==> src/rtl/fu_pkg.sv <==
// Shared types and default widths for the functional-unit stage FIFO.
// The packed payload is laid out MSB-first in field order.
package fu_pkg;

  localparam int FU_DEPTH  = 4;
  localparam int FU_XLEN   = 64;
  localparam int FU_ADDR_W = 32;
  localparam int FU_PID_W  = 2;

  typedef struct packed {
    logic                   rdWriteEnable;
    logic [4:0]             rdAddr;
    logic [FU_XLEN-1:0]     rdData;
    logic [FU_PID_W-1:0]    pID;
    logic [6:0]             opCode;
    logic [2:0]             funct3;
    logic [FU_ADDR_W-1:0]   readAddr;
    logic [FU_ADDR_W-1:0]   writeAddr;
    logic [FU_XLEN-1:0]     writeData;
    logic [FU_XLEN/8-1:0]   writeMask;
  } fu_entry_t;

  // Entry width implied by a set of widths; it must equal $bits(fu_entry_t)
  // for the module parameters to be consistent with the package struct.
  function automatic int fu_entry_width(input int xlen, input int addr_w, input int pid_w);
    return 1 + 5 + xlen + pid_w + 7 + 3 + 2 * addr_w + xlen + xlen / 8;
  endfunction

endpackage

==> src/rtl/fu_fifo_mem.sv <==
// Entry storage for the stage FIFO: one synchronous write port and one
// asynchronous read port. Contents are deliberately not reset.
module fu_fifo_mem #(
  parameter int DEPTH = 4,
  parameter int WIDTH = 8
) (
  input  logic                     clk,
  input  logic                     we,
  input  logic [$clog2(DEPTH)-1:0] waddr,
  input  logic [WIDTH-1:0]         wdata,
  input  logic [$clog2(DEPTH)-1:0] raddr,
  output logic [WIDTH-1:0]         rdata
);

  logic [WIDTH-1:0] mem [DEPTH];

  always_ff @(posedge clk) begin
    if (we) begin
      mem[waddr] <= wdata;
    end
  end

  assign rdata = mem[raddr];

endmodule

==> src/rtl/fu_stage_fifo.sv <==
// Show-ahead FIFO between issue and a functional unit / RAM port.
// Handshake outputs depend only on registered occupancy; flush empties it.
module fu_stage_fifo
  import fu_pkg::*;
#(
  parameter int DEPTH     = FU_DEPTH,
  parameter int XLEN      = FU_XLEN,
  parameter int ADDR_W    = FU_ADDR_W,
  parameter int PID_W     = FU_PID_W,
  parameter int AFULL_LVL = DEPTH - 1
) (
  input  logic                       clk,
  input  logic                       reset,
  input  logic                       flush_i,
  input  logic                       valid_i,
  output logic                       ready_o,
  input  fu_entry_t                  in_i,
  output logic                       valid_o,
  input  logic                       ready_i,
  output fu_entry_t                  out_o,
  output logic [$clog2(DEPTH+1)-1:0] count_o,
  output logic                       almost_full_o
);

  localparam int PTR_W   = $clog2(DEPTH);
  localparam int CNT_W   = $clog2(DEPTH + 1);
  localparam int ENTRY_W = fu_entry_width(XLEN, ADDR_W, PID_W);

  logic [PTR_W-1:0]   wr_ptr;
  logic [PTR_W-1:0]   rd_ptr;
  logic [CNT_W-1:0]   count_q;
  logic               push;
  logic               pop;
  logic [ENTRY_W-1:0] wr_data;
  logic [ENTRY_W-1:0] rd_data;

  assign ready_o       = (count_q != CNT_W'(DEPTH));
  assign valid_o       = (count_q != '0);
  assign count_o       = count_q;
  assign almost_full_o = (count_q >= CNT_W'(AFULL_LVL));

  assign push = valid_i && ready_o && !flush_i;
  assign pop  = valid_o && ready_i && !flush_i;

  // Pointers are exactly PTR_W bits, so DEPTH-1 -> 0 wrap needs no compare.
  always_ff @(posedge clk) begin
    if (reset || flush_i) begin
      wr_ptr  <= '0;
      rd_ptr  <= '0;
      count_q <= '0;
    end else begin
      if (push) begin
        wr_ptr <= wr_ptr + PTR_W'(1);
      end
      if (pop) begin
        rd_ptr <= rd_ptr + PTR_W'(1);
      end
      unique case ({push, pop})
        2'b10:   count_q <= count_q + CNT_W'(1);
        2'b01:   count_q <= count_q - CNT_W'(1);
        default: count_q <= count_q;
      endcase
    end
  end

  assign wr_data = in_i;

  fu_fifo_mem #(
    .DEPTH (DEPTH),
    .WIDTH (ENTRY_W)
  ) u_mem (
    .clk   (clk),
    .we    (push && !reset),
    .waddr (wr_ptr),
    .wdata (wr_data),
    .raddr (rd_ptr),
    .rdata (rd_data)
  );

  // Stale storage is never visible: the payload is masked while empty.
  assign out_o = valid_o ? fu_entry_t'(rd_data) : '0;

endmodule

==> config.mk <==
export PLATFORM = sky130hd
export DESIGN_NAME = fu_stage_fifo
export DESIGN_NICKNAME = d
export VERILOG_FILES = /design/src/rtl/fu_pkg.sv /design/src/rtl/fu_fifo_mem.sv /design/src/rtl/fu_stage_fifo.sv
export SDC_FILE = /design/constraint.sdc
export NUM_CORES = 1
export LEC_CHECK = 0
export CAP_MARGIN = 10
export CORE_MARGIN = 2
export CORE_UTILIZATION = 35
export CTS_BUF_LIST = sky130_fd_sc_hd__clkbuf_4
export DETAILED_ROUTE_END_ITERATION = 12
export PLACE_DENSITY = 0.53
export SLEW_MARGIN = 0
export SYNTH_ARGS = -nofsm -noshare
export SYNTH_HDL_FRONTEND = slang
export SYNTH_SLANG_ARGS = --single-unit
==> constraint.sdc <==
create_clock -name clk -period 51.5 [get_ports clk]
set_clock_uncertainty 0.1 [all_clocks]
set_input_delay 7.725 -clock clk [delete_from_list [all_inputs] [get_ports clk]]
set_output_delay 7.725 -clock clk [all_outputs]
set_load 0.005 [all_outputs]
# ---- Word-level counts from Yosys, hierarchy flattened
# Memory sizes are Yosys's and may differ from the RTL's. A register that Yosys moved wholly into a read port is not among the register bits.
# Index checks and enable logic that the tools add are counted.
dict set report op_classes {
  n_addsub 4
  order_cmp 1
  n_eq_ne 3
  mux 6
  n_reduce_logical 10
}
# operator count
set ops {}
lappend ops {{$mux W218} 1}
lappend ops {{$pmux W3 S2} 1}
lappend ops {{$logic_and A1 B1 Y1} 5}
lappend ops {{$add A2 B1 Y2 const B} 2}
lappend ops {{$mux W2} 2}
lappend ops {{$add A3 B1 Y3 const B} 1}
lappend ops {{$ge A3 B2 Y1 const B} 1}
lappend ops {{$ne A3 B3 Y1 const B} 1}
lappend ops {{$reduce_bool A3 Y1} 1}
lappend ops {{$sub A3 B1 Y3 const B} 1}
lappend ops {{$eq A2 B1 Y1 const B} 1}
lappend ops {{$eq A2 B2 Y1 const B} 1}
lappend ops {{$logic_not A1 Y1} 2}
lappend ops {{$mux W1} 2}
lappend ops {{$reduce_bool A2 Y1} 1}
lappend ops {{$logic_or A1 B1 Y1} 1}
dict set report word_totals {
  reg_bits 7
  mem_bits_rw 872
  in_bits 223
  output_inout_bits 224
  elab_cells 28
  memories 1
}
# memory words word_bits rd rd_ports_with_merged_regs wr line_no
set memory_table {}
lappend memory_table {u_mem.mem 4 218 1 1 1 fu_fifo_mem.sv:15} ;# logic [WIDTH-1:0] mem [DEPTH];

# ---- Logic depth before layout (Yosys ltp)
# Gate-level depths: netlist (run 1).
dict set report depth {
  word_depth 6
  ltp_mapped 8
  depth_no_buf 8
}

# ---- By module
# From an unflattened synthesis (run 1), not the netlist that was laid out.
dict set report hier_totals {
  cells_unflattened 1428
  area_unflattened_um2 33403.3
}
# mod instances cells_per_inst area_each_um2
set modules_own_cells {}
lappend modules_own_cells {fu_fifo_mem 1 1142 31405.1}
lappend modules_own_cells {fu_stage_fifo 1 286 1998.2}

# ---- Least setup slack after synthesis (run 1)
# No wires, ideal clock.
dict set report synth_path {
  path_type {input to register}
  startpoint {input port flush_i}
  endpoint {memory u_mem.mem[1][0] (netlist name) (enable)}
  arrival_time_ps 23832
  required_time_ps 50292
  setup_slack_ps 26460
  stages 2
  n_path_buf 0
  path_cell_list {nand3b_2 -> nor3b_1}
}
dict set report synth_via {
  elab_chain_len 5
}
# element line_no
set synth_lines {}
lappend synth_lines {{from (decl)} fu_stage_fifo.sv:14} ;# input logic flush_i,
lappend synth_lines {{$logic_not A1 Y1} fu_stage_fifo.sv:42} ;# assign push = valid_i && ready_o && !flush_i;
lappend synth_lines {{$logic_and A1 B1 Y1} fu_stage_fifo.sv:42}
lappend synth_lines {{$logic_and A1 B1 Y1} fu_stage_fifo.sv:73} ;# .we (push && !reset),
lappend synth_lines {{$mux W1} fu_fifo_mem.sv:18} ;# if (we) begin
lappend synth_lines {{$mux W1 (not written as such)} fu_fifo_mem.sv:19} ;# mem[waddr] <= wdata;
lappend synth_lines {{to (decl)} fu_fifo_mem.sv:15}
# No other way between the ends.

==> out/results.ini, run 1 <==
[status]
status = completed

[logic_synthesis]
syn_nets = 1663
yosysUniqueCellTypes = 26
ys_top_cells_by_area = edfxtp_1 79%, mux4_2 15%, and2_1 4.1%, dfxtp_1 0.54%, buf_2 0.36%
synthMuxAreaShare_pct = 14.8
synth_top_family_by_area = multiplexers
synthSimpleGateAreaFrac_pct = 4.44
ys_seq_area_share_pct = 79.1
synthCells = 1434
yosys_warnings = 0
synth_compound_area_share_pct = 0.116
synth_xor_xnor_area_share_pct = 0.105
yosysTopAreaCellShare_pct = 78.6
ys_ff_latch = 881
synth_area_leader_cell = edfxtp_1
synth-adder-area-share_pct = 0.248
avgSynthCellArea_um2 = 23.2
netlist_area_mm2 = 0.0333

[worst_hold_path]
hold_depth = 2
min-delay-path-class = reg -> reg

[critical_path]
reg2reg_slack_ns = 47.38
worstSetupStartpointType = register
cp.required_ns = 43.68
arrival_ns = 4.87
timing.rr.start = count_o[0]
crit_start = count_o[2]
reg2reg_depth = 6
critPathMaxFanout = 79
end_kind = primary output
crit_type = reg -> out
crit_path_end = out_o[24]
r2r_end = u_mem.mem[2][28]

[clock_network]
numCtsBuffers = 224
clock_sinks = 881
htreeDepth = 4
cts_setup_buffers = 0
cts_tree = yes
ctsRootBufferMaster = clkbuf_4
clk_latency_ns = 1.05
ctsResizeCount = 0
path_clk_slew_ns = 0.07
clockBufferDepth = 3
postCtsHoldBufs = 0

[drt]
dr.pass1.iters = 5
via_per_inst = 4.77
wl_per_cell_um = 22.5
ant_nets = 0
drt_iter0_drc = 952
num_vias = 16667
drc_errors = 0
wl_mm = 78.6

[global_routing]
grt_max_degree = 80
grt_antenna_before_repair = 22
track_usage_pct = 16.1
grt_pass1_wl_mm = 115
grt_pass1_vias = 17763
grt-ovfl-total = 0

[die]
io_pins = 447
rows = 113
initial_core_util_pct = 35.2
die_w_um = 313
core_area_mm2 = 0.0947
die_area_mm2 = 0.0977
dieHeight_um = 313

[timing]
relSlewSlack_pct = 24.2
worstMarginPinSlew_ns = 1.14
report.final.hold_viol_count = 0
finalCritPeriodShare_pct = 24.7
fmax_ghz = 0.0788
tns_ns = 0
finalCriticalPeriod_ns = 12.70
slew_viol_final = 0
rsz0062_at_grt = no
setup_viol = 0
hold_ws_ns = 0.415

[pwr]
p_switching_w = 0.000298
max-vdd-ir-drop_mv = 0.0170
p_sw_share_pct = 21.0
clkPwrFrac_pct = 39.8
seqPwrFrac_pct = 56.1
pwr-share-comb_pct = 4.1
p_int_w = 0.00112
p_leak_nw = 13.2
power_density_mw_per_mm2 = 33.8

[final_layout]
fillers = 8255
fin_util_pct = 44.3
seq_area_mm2 = 0.0264
nets = 2288
synthToLayoutAreaGrowth_pct = 26.1
layout-drive-gt1-share_pct = 26.7
multi_input_area_mm2 = 0.00659

[placed_design]
gp_congestion = 0.772
port_buffers = 446
dp_hpwl_mm = 45.8

[job]
maxCapViolations = 0

==> through the flow <==
stage	area [um^2]	total power (W)	setup WS [ns]	cells
detailed placement	39200	0.000871	39.60	3098
global placement	39200	0.000869	39.63	3098
global route	42000	0.00149	38.32	3490
CTS	42000	0.00145	38.37	3487
floorplan	33300	0.000833	26.46	1434
finish	42000	0.00142	38.80	3495
==> cell usage in the layout (no fill, tap or decap) <==
master           Yosys  final
clkinv_4             0      4
a21o_1               1      1
a21oi_1              2      2
clkinv_1             0     50
buf_4               10     26
or3_1                2      1
fa_1                 1      1
mux2i_1              2      2
clkinv_2             0      9
inv_1                5      5
or3b_2               1      1
diode_2              0      8
clkdlybuf4s50_1      0    446
and2_1             218    218
nor3b_2              0      4
bufinv_16            0      2
dfxtp_1              9      7
mux4_2             218    218
o21ai_0              1      1
nand2_1              4      4
inv_2                0      1
nand3b_2             1      1
edfxtp_1           872    872
dfxtp_4              0      2
o311ai_0             1      1
nor2_1               8      8
or3_4                0      1
or2_2                1      1
xor2_1               4      4
ha_1                 5      5
o31ai_1              1      1
inv_6                0      3
clkbuf_4             0    320
==> per-layer routing <==
layer,part of all wire [%],track usage [%],vias up
met2,46,24.1,602
met3,9.0,6.37,138
met5,0.25,0,-
met1,43,21.5,8606
met4,1.8,5.38,30
li1,-,-,7291
==> cell type report <==
class	instances	share of cell area [%]
clock buffers	320	5.72
clock inverters	69	0.852
flip-flops and latches	881	62.8
repair buffers	472	11.1
diodes	8	0.0477
inverters	5	0.0447
well taps	1265	3.77
multi-input cells	475	15.7
==> worst min-delay path by stage <==
| stage | from | to | slack, ns |
|---|---|---|---|
| floorplan | wr_ptr[1] | wr_ptr[1] | 0.37 |
| global placement | wr_ptr[1] | wr_ptr[1] | 0.38 |
| global route | wr_ptr[0] | wr_ptr[0] | 0.44 |
| detailed placement | wr_ptr[0] | wr_ptr[0] | 0.40 |
| CTS | wr_ptr[0] | wr_ptr[0] | 0.41 |
| finish | wr_ptr[0] | wr_ptr[0] | 0.42 |
==> cell families (layout without fill, tap and decap cells) <==
| kind of cell | after synthesis | count (layout) |
|---|---|---|
| adders and majority gates | 6 | 6 |
| AOI/OAI and AO/OA | 6 | 6 |
| buffers and inverters | 78 | 866 |
| DFF | 881 | 881 |
| xor gates and xnor gates | 4 | 4 |
| muxes | 220 | 220 |
| and+or+nand+nor | 239 | 239 |
| other | 0 | 8 |
==> state kept, by name, indices dropped and copies added (netlist names), named ones only <==
name	cells
rd_ptr	2
count_o	3
u_mem.mem	872
wr_ptr	2
==> worst max-delay path, stage by stage (launching register included) <==
cell and delay (ns):
dfxtp_1 0.46, or3_4 0.64, buf_4 0.74, buf_4 0.85, and2_1 0.35, clkdlybuf4s50_1 0.55
==> power by group through the flow <==
stage | combinational [W] | clock, W | sequential, W
2_1_floorplan | 0.0000176 | 0 | 0.000815
3_3_place_gp | 0.0000582 | 0 | 0.000811
3_5_place_dp | 0.0000594 | 0 | 0.000812
4_1_cts | 0.0000598 | 0.000590 | 0.000796
5_1_grt | 0.0000632 | 0.000626 | 0.000796
6_report | 0.0000583 | 0.000565 | 0.000796
==> cell usage after synthesis <==
| cell | count |
|---|---|
| nor3b_1 | 4 |
| inv_1 | 5 |
| xor2_1 | 4 |
| and2_1 | 218 |
| nand2_1 | 4 |
| o21ai_0 | 1 |
| mux2i_1 | 2 |
| clkbuf_1 | 25 |
| buf_2 | 24 |
| dfxtp_1 | 9 |
| a21oi_1 | 2 |
| fa_1 | 1 |
| nor2_1 | 8 |
| edfxtp_1 | 872 |
| ha_1 | 5 |
| a21o_1 | 1 |
| mux4_2 | 218 |
| or2_2 | 1 |
| buf_6 | 3 |
| nand3b_2 | 1 |
| buf_1 | 11 |
| buf_4 | 10 |
| o31ai_1 | 1 |
| o311ai_0 | 1 |
| or3b_2 | 1 |
| or3_1 | 2 |
Power figures use the tool's default switching activity.
==> run 2: changes to the inputs <==
==> constraint.sdc (replaced) <==
create_clock -name clk -period 13.3 [get_ports clk]
set_clock_uncertainty 0.1 [all_clocks]
set_input_delay 1.995 -clock clk [delete_from_list [all_inputs] [get_ports clk]]
set_output_delay 1.995 -clock clk [all_outputs]
set_load 0.005 [all_outputs]
==> out/results.ini, run 2 (synthesis results as in run 1) <==
[job]
maxCapViolations = 0

[worst_hold_path]
min-delay-path-class = reg -> reg
holdCritStartpoint = wr_ptr[0]

[die]
io_pins = 447
die_w_um = 313
core_area_mm2 = 0.0947
die_area_mm2 = 0.0977
initial_core_util_pct = 35.2
dieHeight_um = 313
rows = 113

[drt]
via_per_inst = 4.78
wl_mm = 78.7
dr.pass1.iters = 5
wl_per_cell_um = 22.4
drt_iter0_drc = 976
ant_nets = 0
drc_errors = 0
num_vias = 16784

[timing]
finalCritPeriodShare_pct = 51.8
report.final.hold_viol_count = 0
worstMarginPinSlew_ns = 1.11
relSlewSlack_pct = 25.9
fmax_ghz = 0.145
setup_viol = 0
rsz0062_at_grt = no
finalCriticalPeriod_ns = 6.89
slew_viol_final = 0

[pwr]
p_switching_w = 0.00119
total_power_w = 0.00555
clkPwrFrac_pct = 40.4
pwr-share-comb_pct = 4.1
p_leak_nw = 13.3
max-vdd-ir-drop_mv = 0.0670
seqPwrFrac_pct = 55.6
p_int_w = 0.00437
p_sw_share_pct = 21.4
power_density_mw_per_mm2 = 132

[placed_design]
place_area_mm2 = 0.0392
gp_congestion = 0.761
dp_hpwl_mm = 45.0
port_buffers = 446

[clock_network]
path_clk_slew_ns = 0.06
clock_sinks = 881
clk_latency_ns = 1.05
cts_setup_buffers = 0
ctsResizeCount = 0
ctsRootBufferMaster = clkbuf_4
numCtsBuffers = 231
postCtsHoldBufs = 0
clockBufferDepth = 3
htreeDepth = 4
cts_tree = yes

[final_layout]
largest_reg_flops = 872
final_area_mm2 = 0.0421
final_cell_mix = 872 x edfxtp_1, 446 x clkdlybuf4s50_1, 337 x clkbuf_4
fillers = 8325
layout_commonest_cell = edfxtp_1
regMostFlops = u_mem.mem
nets = 2292
synthToLayoutAreaGrowth_pct = 26.3
layout-drive-gt1-share_pct = 27.3

[critical_path]
worstSetupStartpointType = register
end_kind = primary output
critPathMaxFanout = 41
timing.rr.start = count_o[1]
cp.required_ns = 11.20
arrival_ns = 4.79
crit_type = reg -> out

[status]
status = completed

[global_routing]
grt-ovfl-total = 0
track_usage_pct = 16.1
grt_antenna_before_repair = 24
grt_max_degree = 156
grt_pass1_vias = 18003
grt_pass1_wl_mm = 116

[run 2: cell count changes in the layout (fill, tap and decap cells not counted), moves of 2 or more]
cell,change
buf_12,+2
buf_4,-5
bufinv_16,-2
clkbuf_4,+17
diode_2,-3
inv_2,+5
inv_6,+2
[run 2: path summary, 6_finish.rpt]
kind	endpoint	slack, ns	cells past startpoint
worst max-delay path	out_o[106]	6.41	5
worst min register to register	wr_ptr[0]	0.43	2
worst min-delay path	wr_ptr[0]	0.43	2
worst max register to register	u_mem.mem[1][37]	9.12	6
[run 2: routing by layer]
layer  wire length [um]  share of wire (%)  track usage (%)
met5                237               0.30                0
met4               1380                1.8             5.21
met3               7170                9.1             7.04
met2              36700                 47             24.4
met1              33200                 42             20.8
[run 2: area by class of cell]
class,count,area [um^2],area share [%]
clock buffer,337,2530,6.01
sequential,881,26400,62.7
inverter,5,18.8,0.0446
tap,1265,1580,3.76
timing repair buffer,469,4660,11.1
multi-input combinational,475,6590,15.7
antenna,5,12.5,0.0297
clock inverter,72,322,0.764
[run 2: through the flow]
stage	instances	worst slack [ns]	util (%)	hold slack [ns]	TNS, ns
finish	3509	6.41	44.4	0.425	0
global route	3507	5.83	44.4	0.436	0
CTS	3504	5.98	44.4	0.424	0
detailed placement	3095	7.12	41.4	0.409	0
global placement	3095	7.08	41.4	0.381	0
floorplan	1434	-6.01	-	0.371	-5234.21
[run 2: critical path, stage by stage, from the launching register on]
cell and delay [ns]:
dfxtp_4 0.77, buf_4 0.83, buf_4 0.79, mux4_2 0.58, and2_1 0.18, clkdlybuf4s50_1 0.51
[run 2: power groups by stage]
| stage | Sequential [W] | Clock (W) | Combinational (W) |
|---|---|---|---|
| 3_5_place_dp | 0.00314 | 0 | 0.000230 |
| 3_3_place_gp | 0.00314 | 0 | 0.000224 |
| 2_1_floorplan | 0.00316 | 0 | 0.0000681 |
| 6_report | 0.00308 | 0.00224 | 0.000225 |
| 5_1_grt | 0.00308 | 0.00248 | 0.000244 |
| 4_1_cts | 0.00308 | 0.00235 | 0.000231 |
